[src/rtl/rot_pkg.sv]
// rot_pkg: shared types and constants for the rotator scheduler.
// State encoding, rotate direction and requester ID values.
package rot_pkg;

    typedef enum logic [1:0] {
        IDLE = 2'd0,
        ROT  = 2'd1,
        DONE = 2'd2
    } state_t;

    localparam logic ROT_LEFT  = 1'b1;
    localparam logic ROT_RIGHT = 1'b0;

    localparam logic ID_REQ0 = 1'b0;
    localparam logic ID_REQ1 = 1'b1;

endpackage

[src/rtl/rot_step.sv]
// rot_step: combinational single-position rotate, the shared datapath
// sequenced by rot_sched.
module rot_step
    import rot_pkg::*;
#(
    parameter int WIDTH = 8
) (
    input  logic [WIDTH-1:0] i_word,
    input  logic             i_dir,
    output logic [WIDTH-1:0] o_word
);

    assign o_word = (i_dir == ROT_LEFT)
                  ? {i_word[WIDTH-2:0], i_word[WIDTH-1]}
                  : {i_word[0], i_word[WIDTH-1:1]};

endmodule

[src/rtl/rot_sched.sv]
// rot_sched: two-requester scheduler for a shared one-bit-per-cycle rotator.
// Define ROT_RR_ARB_EN for round-robin arbitration; default is fixed priority.
module rot_sched
    import rot_pkg::*;
#(
    parameter  int WIDTH = 8,
    localparam int AMT_W = $clog2(WIDTH)
) (
    input  logic             clk,
    input  logic             rst,
    input  logic             req0_valid,
    output logic             req0_ready,
    input  logic [WIDTH-1:0] req0_data,
    input  logic             req0_dir,
    input  logic [AMT_W-1:0] req0_amt,
    input  logic             req1_valid,
    output logic             req1_ready,
    input  logic [WIDTH-1:0] req1_data,
    input  logic             req1_dir,
    input  logic [AMT_W-1:0] req1_amt,
    output logic             resp_valid,
    input  logic             resp_ready,
    output logic [WIDTH-1:0] resp_data,
    output logic             resp_id,
    output logic             busy
);

    state_t            r_state;
    state_t            w_next;
    logic [WIDTH-1:0]  r_word;
    logic              r_dir;
    logic [AMT_W-1:0]  r_cnt;
    logic              r_id;
    logic              w_grant0;
    logic              w_grant1;
    logic              w_accept;
    logic [WIDTH-1:0]  w_sel_data;
    logic              w_sel_dir;
    logic [AMT_W-1:0]  w_sel_amt;
    logic [WIDTH-1:0]  w_rot_word;

`ifdef ROT_RR_ARB_EN
    logic r_last;

    // Contention goes to whoever was not served last
    assign w_grant0 = req0_valid & (~req1_valid | (r_last == ID_REQ1));
    assign w_grant1 = req1_valid & (~req0_valid | (r_last == ID_REQ0));

    always_ff @(posedge clk) begin
        if (rst) begin
            r_last <= ID_REQ1;
        end else if (w_accept) begin
            r_last <= w_grant1 ? ID_REQ1 : ID_REQ0;
        end
    end
`else
    assign w_grant0 = req0_valid;
    assign w_grant1 = req1_valid & ~req0_valid;
`endif

    assign w_accept   = (r_state == IDLE) & (w_grant0 | w_grant1);
    assign w_sel_data = w_grant1 ? req1_data : req0_data;
    assign w_sel_dir  = w_grant1 ? req1_dir  : req0_dir;
    assign w_sel_amt  = w_grant1 ? req1_amt  : req0_amt;

    rot_step #(
        .WIDTH (WIDTH)
    ) u_step (
        .i_word (r_word),
        .i_dir  (r_dir),
        .o_word (w_rot_word)
    );

    always_ff @(posedge clk) begin
        if (rst) begin
            r_state <= IDLE;
        end else begin
            r_state <= w_next;
        end
    end

    always_comb begin
        w_next = r_state;
        unique case (r_state)
            IDLE: begin
                if (w_accept) begin
                    w_next = (w_sel_amt != '0) ? ROT : DONE;
                end
            end
            ROT: begin
                if (r_cnt == AMT_W'(1)) begin
                    w_next = DONE;
                end
            end
            DONE: begin
                if (resp_ready) begin
                    w_next = IDLE;
                end
            end
            default: w_next = IDLE;
        endcase
    end

    always_ff @(posedge clk) begin
        if (rst) begin
            r_word <= '0;
            r_dir  <= ROT_RIGHT;
            r_cnt  <= '0;
            r_id   <= ID_REQ0;
        end else begin
            unique case (r_state)
                IDLE: begin
                    if (w_accept) begin
                        r_word <= w_sel_data;
                        r_dir  <= w_sel_dir;
                        r_cnt  <= w_sel_amt;
                        r_id   <= w_grant1 ? ID_REQ1 : ID_REQ0;
                    end
                end
                ROT: begin
                    r_word <= w_rot_word;
                    r_cnt  <= r_cnt - AMT_W'(1);
                end
                default: ;
            endcase
        end
    end

    // Outputs are forced low for as long as reset is held
    always_comb begin
        req0_ready = 1'b0;
        req1_ready = 1'b0;
        resp_valid = 1'b0;
        resp_data  = '0;
        resp_id    = 1'b0;
        busy       = 1'b0;
        if (!rst) begin
            req0_ready = (r_state == IDLE) & w_grant0;
            req1_ready = (r_state == IDLE) & w_grant1;
            resp_valid = (r_state == DONE);
            resp_data  = r_word;
            resp_id    = r_id;
            busy       = (r_state != IDLE);
        end
    end

endmodule
[config.mk]
export PLATFORM = sky130hd
export DESIGN_NAME = rot_sched
export DESIGN_NICKNAME = d
export VERILOG_FILES = /design/src/rtl/rot_pkg.sv /design/src/rtl/rot_step.sv /design/src/rtl/rot_sched.sv
export SDC_FILE = /design/constraint.sdc
export NUM_CORES = 1
export LEC_CHECK = 0
export ABC_AREA = 1
export BUFFER_PORTS_ARGS = -buffer_cell sky130_fd_sc_hd__buf_4
export CAP_MARGIN = 40
export CORE_ASPECT_RATIO = 1.25
export CORE_MARGIN = 5
export CORE_UTILIZATION = 40
export DETAILED_ROUTE_END_ITERATION = 12
export GPL_ROUTABILITY_DRIVEN = 0
export PLACE_DENSITY = 0.74
export SLEW_MARGIN = 15
export SYNTH_ARGS = -nofsm -noshare
export SYNTH_HDL_FRONTEND = slang
export SYNTH_SLANG_ARGS = --single-unit
[constraint.sdc]
create_clock -name clk -period 1.4 [get_ports clk]
set_clock_uncertainty 0.1 [all_clocks]
set_input_delay 0.07 -clock clk [delete_from_list [all_inputs] [get_ports clk]]
set_output_delay 0.07 -clock clk [all_outputs]
set_load 0.02 [all_outputs]
# Yosys cells after proc, flatten, opt, wreduce, memory -nomap -nowiden
# Index checks and enable logic that the tools add are counted.
[op_classes] eq_ne=6 addsub=1 muxes=20 bitwise=6 reduce_logical=7
[ops] operator="two-way mux 8 bit" n=4
[ops] operator="case mux 8 bit (2 select lines)" n=1
[ops] operator="two-way mux 2 bit" n=4
[ops] operator="two-way mux 1 bit" n=7
[ops] operator="two-way mux 3 bit" n=2
[ops] operator="!= test 2 bit, second input constant" n=3
[ops] operator="case mux 2 bit (3 select lines)" n=1
[ops] operator="case mux 3 bit (2 select lines)" n=1
[ops] operator="bitwise AND 1 bit" n=4
[ops] operator="AND reduction 2 bit" n=2
[ops] operator="nonzero test 2 bit" n=2
[ops] operator="equality test 3 x 1 -> 1 bit, second input constant" n=1
[ops] operator="AND reduction 3 bit" n=1
[ops] operator="nonzero test 3 bit" n=1
[ops] operator="subtractor 3 x 1 -> 3 bit, second input constant" n=1
[ops] operator="equality test 2 x 1 -> 1 bit, second input constant" n=1
[ops] operator="equality test 2 bit, second input constant" n=1
[ops] operator="zero test 2 bit" n=1
[ops] operator="inverter 1 bit" n=1
[ops] operator="OR 1 bit" n=1
[totals] reg_bits=15 out_inout_bits=13

# Logic depth before layout (Yosys ltp)
[logic_depth] depth_word=7 depth_mapped=8

# Hierarchy
# From an unflattened synthesis, not the netlist that was laid out.
[hier_totals] hier_cells=188 hier_area_um2=1127.3
[by_module_without_submodules] module="rot_sched" seq_area_each_um2=300.3 area_per_inst_um2=1022.2 cells_each=162 instances=1
[by_module_without_submodules] module="rot_step" seq_area_each_um2=0.0 area_per_inst_um2=105.1 cells_each=26 instances=1

# Worst setup path after synthesis
# OpenSTA, ideal clock, no wires.
[synth_timing] path_type="reg2reg" from="register r_cnt[0]" to="register r_cnt[1]" arrival_time_ns=1.091 path_slack_ns=0.151 path_stages_with_launch=7 path_buffers=0 synth_period_minus_slack_ns=1.249 path_cell_list="dfxtp_1 -> inv_1 -> ha_1 -> or2_2 -> nand2_1 -> o21ai_0 -> inv_1"
[synth_between] elab_chain_cells=2
[synth_lines] item="from (decl)" line_no="rot_sched.sv:32" source="logic [AMT_W-1:0] r_cnt;"
[synth_lines] item="from (signal assigned)" line_no="rot_sched.sv:116" source="r_cnt <= w_sel_amt;"
[synth_lines] item="from (signal assigned)" line_no="rot_sched.sv:122" source="r_cnt <= r_cnt - AMT_W'(1);"
[synth_lines] item="subtractor 3 x 1 -> 3 bit" line_no="rot_sched.sv:122"
[synth_lines] item="case mux 3 bit (2 select lines)" line_no="rot_sched.sv:111" source="unique case (r_state)"
# Every way passes these cells.
# A chain may end at the register's enable or synchronous reset.

# Final worst setup path
[layout_timing] from="register r_state[0]" to="output port req1_ready"
[layout_between] elab_chain_cells=3
[layout_lines] item="from (decl)" line_no="rot_sched.sv:28" source="state_t r_state;"
[layout_lines] item="from (signal assigned)" line_no="rot_sched.sv:78" source="r_state <= w_next;"
[layout_lines] item="zero test 2 bit" line_no="rot_sched.sv:139" source="req1_ready = (r_state == IDLE) & w_grant1;"
[layout_lines] item="bitwise AND 1 bit" line_no="rot_sched.sv:139"
[layout_lines] item="two-way mux 1 bit" line_no="rot_sched.sv:137" source="if (!rst) begin"
[layout_lines] item="to (decl)" line_no="rot_sched.sv:17" source="output logic req1_ready,"
# Every way passes these cells.

==> flow_summary.toml <==
[synth]
async_set_reset_flop_share_out_of_synthesis = 0
synthDistinctLibCells = 29
post_synth_main_area_contributors = "dfxtp_1 (24%), nand2_1 (12%), inv_1 (11%)"
synth_warnings = 0
library_cell_occupying_the_most_area_in_the_post_synthesis_netlist = "dfxtp_1"
synthesis.nets = 223
synth.cell_area_mm2 = 0.00123
synth_largest_type_area_fraction = 0.243
ys.flop_type = "dfxtp_1"
synth-edff-count = 0
ys_seq_elements = 15
netlist_instances = 192
avgSynthCellArea_um2 = 6.43
ys_seq_area_frac = 0.243

[cells_and_area]
post_route_cells_drive_above_1_share = 0.344
flow.area_growth_from_synthesis_pct = 37.4
layoutNonFillerInstCount = 280
regArea_um2 = 308
nFillCells = 290
num-nets-final = 276
n_antenna_cell = 0
multi_input_area_um2 = 727

[die]
chipHeight_um = 72.1
die_outline_area_mm2 = 0.00430
die-width_um = 59.7
core-area_mm2 = 0.00295
ioPinCount = 42
rows = 22
initial_core_util = 0.419

[power_and_ir_drop]
power_frac_comb = 0.604
power_per_cell_area_mw_per_mm2 = 1470
clockPowerShare = 0.101
swShare = 0.475
power.internal_mw = 1.31
total_leakage_power_nw = 0.888
peakVddDrop_uv = 1040
sequential_group_share_of_total_power = 0.295
net_sw_power_mw = 1.19

[worst_setup_path]
worstPathArrival_ps = 1180
critPathKind = "reg2out"
crit_required_ps = 1230
slowest_stage = "dfxtp_4"
timing.critical_path.slowest_cell_delay_ps = 380
crit_chain = "nor2_4 > nand2_2 > nor2_2 > buf_6"
cp_max_fo = 5
cp-end-kind = "output port"
startpoint_type = "flip-flop"

[timing]
final_min_period_over_clock_period = 0.967
max_slew_margin = 0.778
grt_setup_unrepaired = "true"
final_hold_viol_count = 0
timing.final.max_slew_violations = 0
period_minus_slack_ps = 1350
achievable-frequency_ghz = 0.739
timing.hold.ws_ps = 3.71
endpoints_failing_setup = 0
slew_at_the_pin_with_the_worst_max_slew_slack_ps = 332

[place]
io_buffers = 41
numPlacedInstances = 266
detailedPlacementHpwl_mm = 2.36

[clock_network]
root_buffer = "clkbuf_4"
clock_sinks = 15
cts-root-to-sink-buffers = 2
tritoncts.num_buffers = 3
insertion_delay_ps = 280
cts.htree.levels = 1
tritoncts = "yes"
clock_pin_slew_of_the_registers_on_the_worst_case_setup_and_hold_paths_ps = 90

[grt]
grt.total_usage = 0.150
antenna_violations_before_repair = 0
grt_pass1_wl_mm = 5.24
grt_start_max_net_pins = 19
grt_remaining_overflow = 0
vias_in_the_first_global_route = 1231

[drt]
drt-wirelength-per-cell_um = 10.6
routed_via_density = 4.73
detailed_router_s_first_iteration_violation_count = 27
post-route-drc-count = 0
detail-route-antenna-nets = 0
drt_wl_total_mm = 2.98
drtPass1Iterations = 4
routed-via-count = 1324

[flow_run]
maxCapViolations = 0

[worst_hold_path]
worstHoldPathType = "in2reg"

[run_status]
outcome = "finished clean"
-- sequential cells by signal, indices dropped and copies added, names as in the netlist --
signal,count
r_state,2
r_dir,1
r_cnt,3
r_word,8
r_id,1
-- cell families (layout without fill, tap and decap cells) --
group	count (synthesis)	in the layout	synth area share
adder cells (fa/ha/maj)	2	2	0.0203
flip-flops	15	15	0.243
AO/OA/AOI/OAI	38	38	0.237
AND/OR/NAND/NOR	89	89	0.312
buffers and inverters	47	99	0.178
multiplexers	1	1	0.00811
-- cell usage after synthesis, types with 2 or more instances --
cell	instances
a21oi_1	3
a21oi_2	8
buf_2	3
dfxtp_1	15
ha_1	2
inv_1	37
inv_2	2
nand2_1	40
nand2_4	2
nand3_1	12
nand3b_1	2
nor2_1	29
o211ai_1	6
o211ai_2	2
o21ai_0	5
o21ai_1	4
o21ai_2	8
-- per-layer routing --
layer  track usage  part of all wire  vias up
met2         0.266              0.52       28
li1              -                 -      702
met3        0.0196             0.058        4
met1         0.188              0.41      590
met5             0                 0        -
met4        0.0369             0.012        0
-- cell usage in the layout, fill, tap and decap left out --
cell type,instances
o211ai_1,6
nor2_2,1
mux2i_1,1
ha_1,2
inv_6,1
o21ai_2,8
a21oi_2,8
nand2_4,1
buf_6,1
nor3_1,1
nand2_2,2
clkbuf_1,1
clkbuf_4,3
a31oi_1,1
dfxtp_1,11
dlygate4sd3_1,7
nand3_1,12
o211ai_2,2
buf_4,47
o21ai_4,1
nor2_1,28
nand3b_1,2
inv_2,2
nand2_1,39
dfxtp_2,3
o21ai_0,5
or2_2,1
inv_1,37
nor2_4,1
o21ai_1,4
a21oi_1,3
dfxtp_4,1
nand2_8,1
-- power by group through the flow --
stage	clock (mW)	sequential [mW]	combinational (mW)
floorplan	0	0.707	1.16
global placement	0	0.732	1.39
detailed placement	0	0.735	1.41
CTS	0.263	0.726	1.43
global route	0.279	0.757	1.70
finish	0.252	0.738	1.51
-- area by class of cell --
class                           count  area share
Clock buffer                        4      0.0155
Multi-Input combinational cell    130       0.429
Sequential cell                    15       0.182
Tap cell                           36      0.0266
Timing Repair Buffer               55       0.256
Inverter                           40      0.0915
-- metrics by stage --
step,setup WS [ps],area (um^2),utilization,total power [mW],setup TNS (ps)
floorplan,151,1230,-,1.87,0
global placement,99.5,1550,0.527,2.12,0
detailed placement,56.7,1550,0.527,2.14,0
CTS,21.1,1650,0.559,2.42,0
global route,-36.6,1700,0.576,2.74,-70.6
finish,46.6,1700,0.576,2.50,0
-- what timing repair did --
action,CTS,global route
cloned,0,0
buffers inserted,0,3
hold buffers,7,0
pin swaps,1,2
endpoints found under the setup margin,1,9
hold endpoints to repair,6,0
gates resized for setup,0,9
-- worst max-delay path: cells and delay by family (launching register included) --
family | cells | cell delay [ps]
and+or+nand+nor | 3 | 390
DFF | 1 | 380
buffers and inverters | 1 | 130
-- worst paths after layout --
check                             endpoint  depth (start not counted)         start  slack (ps)
worst max-delay path            req1_ready                          4    r_state[0]          50
worst min-delay path             r_word[5]                          3  req1_data[5]           4
worst max register to register    r_cnt[1]                          6      r_cnt[0]         100
worst min register to register        r_id                          2          r_id         380
(Power assumes the default switching activity.)
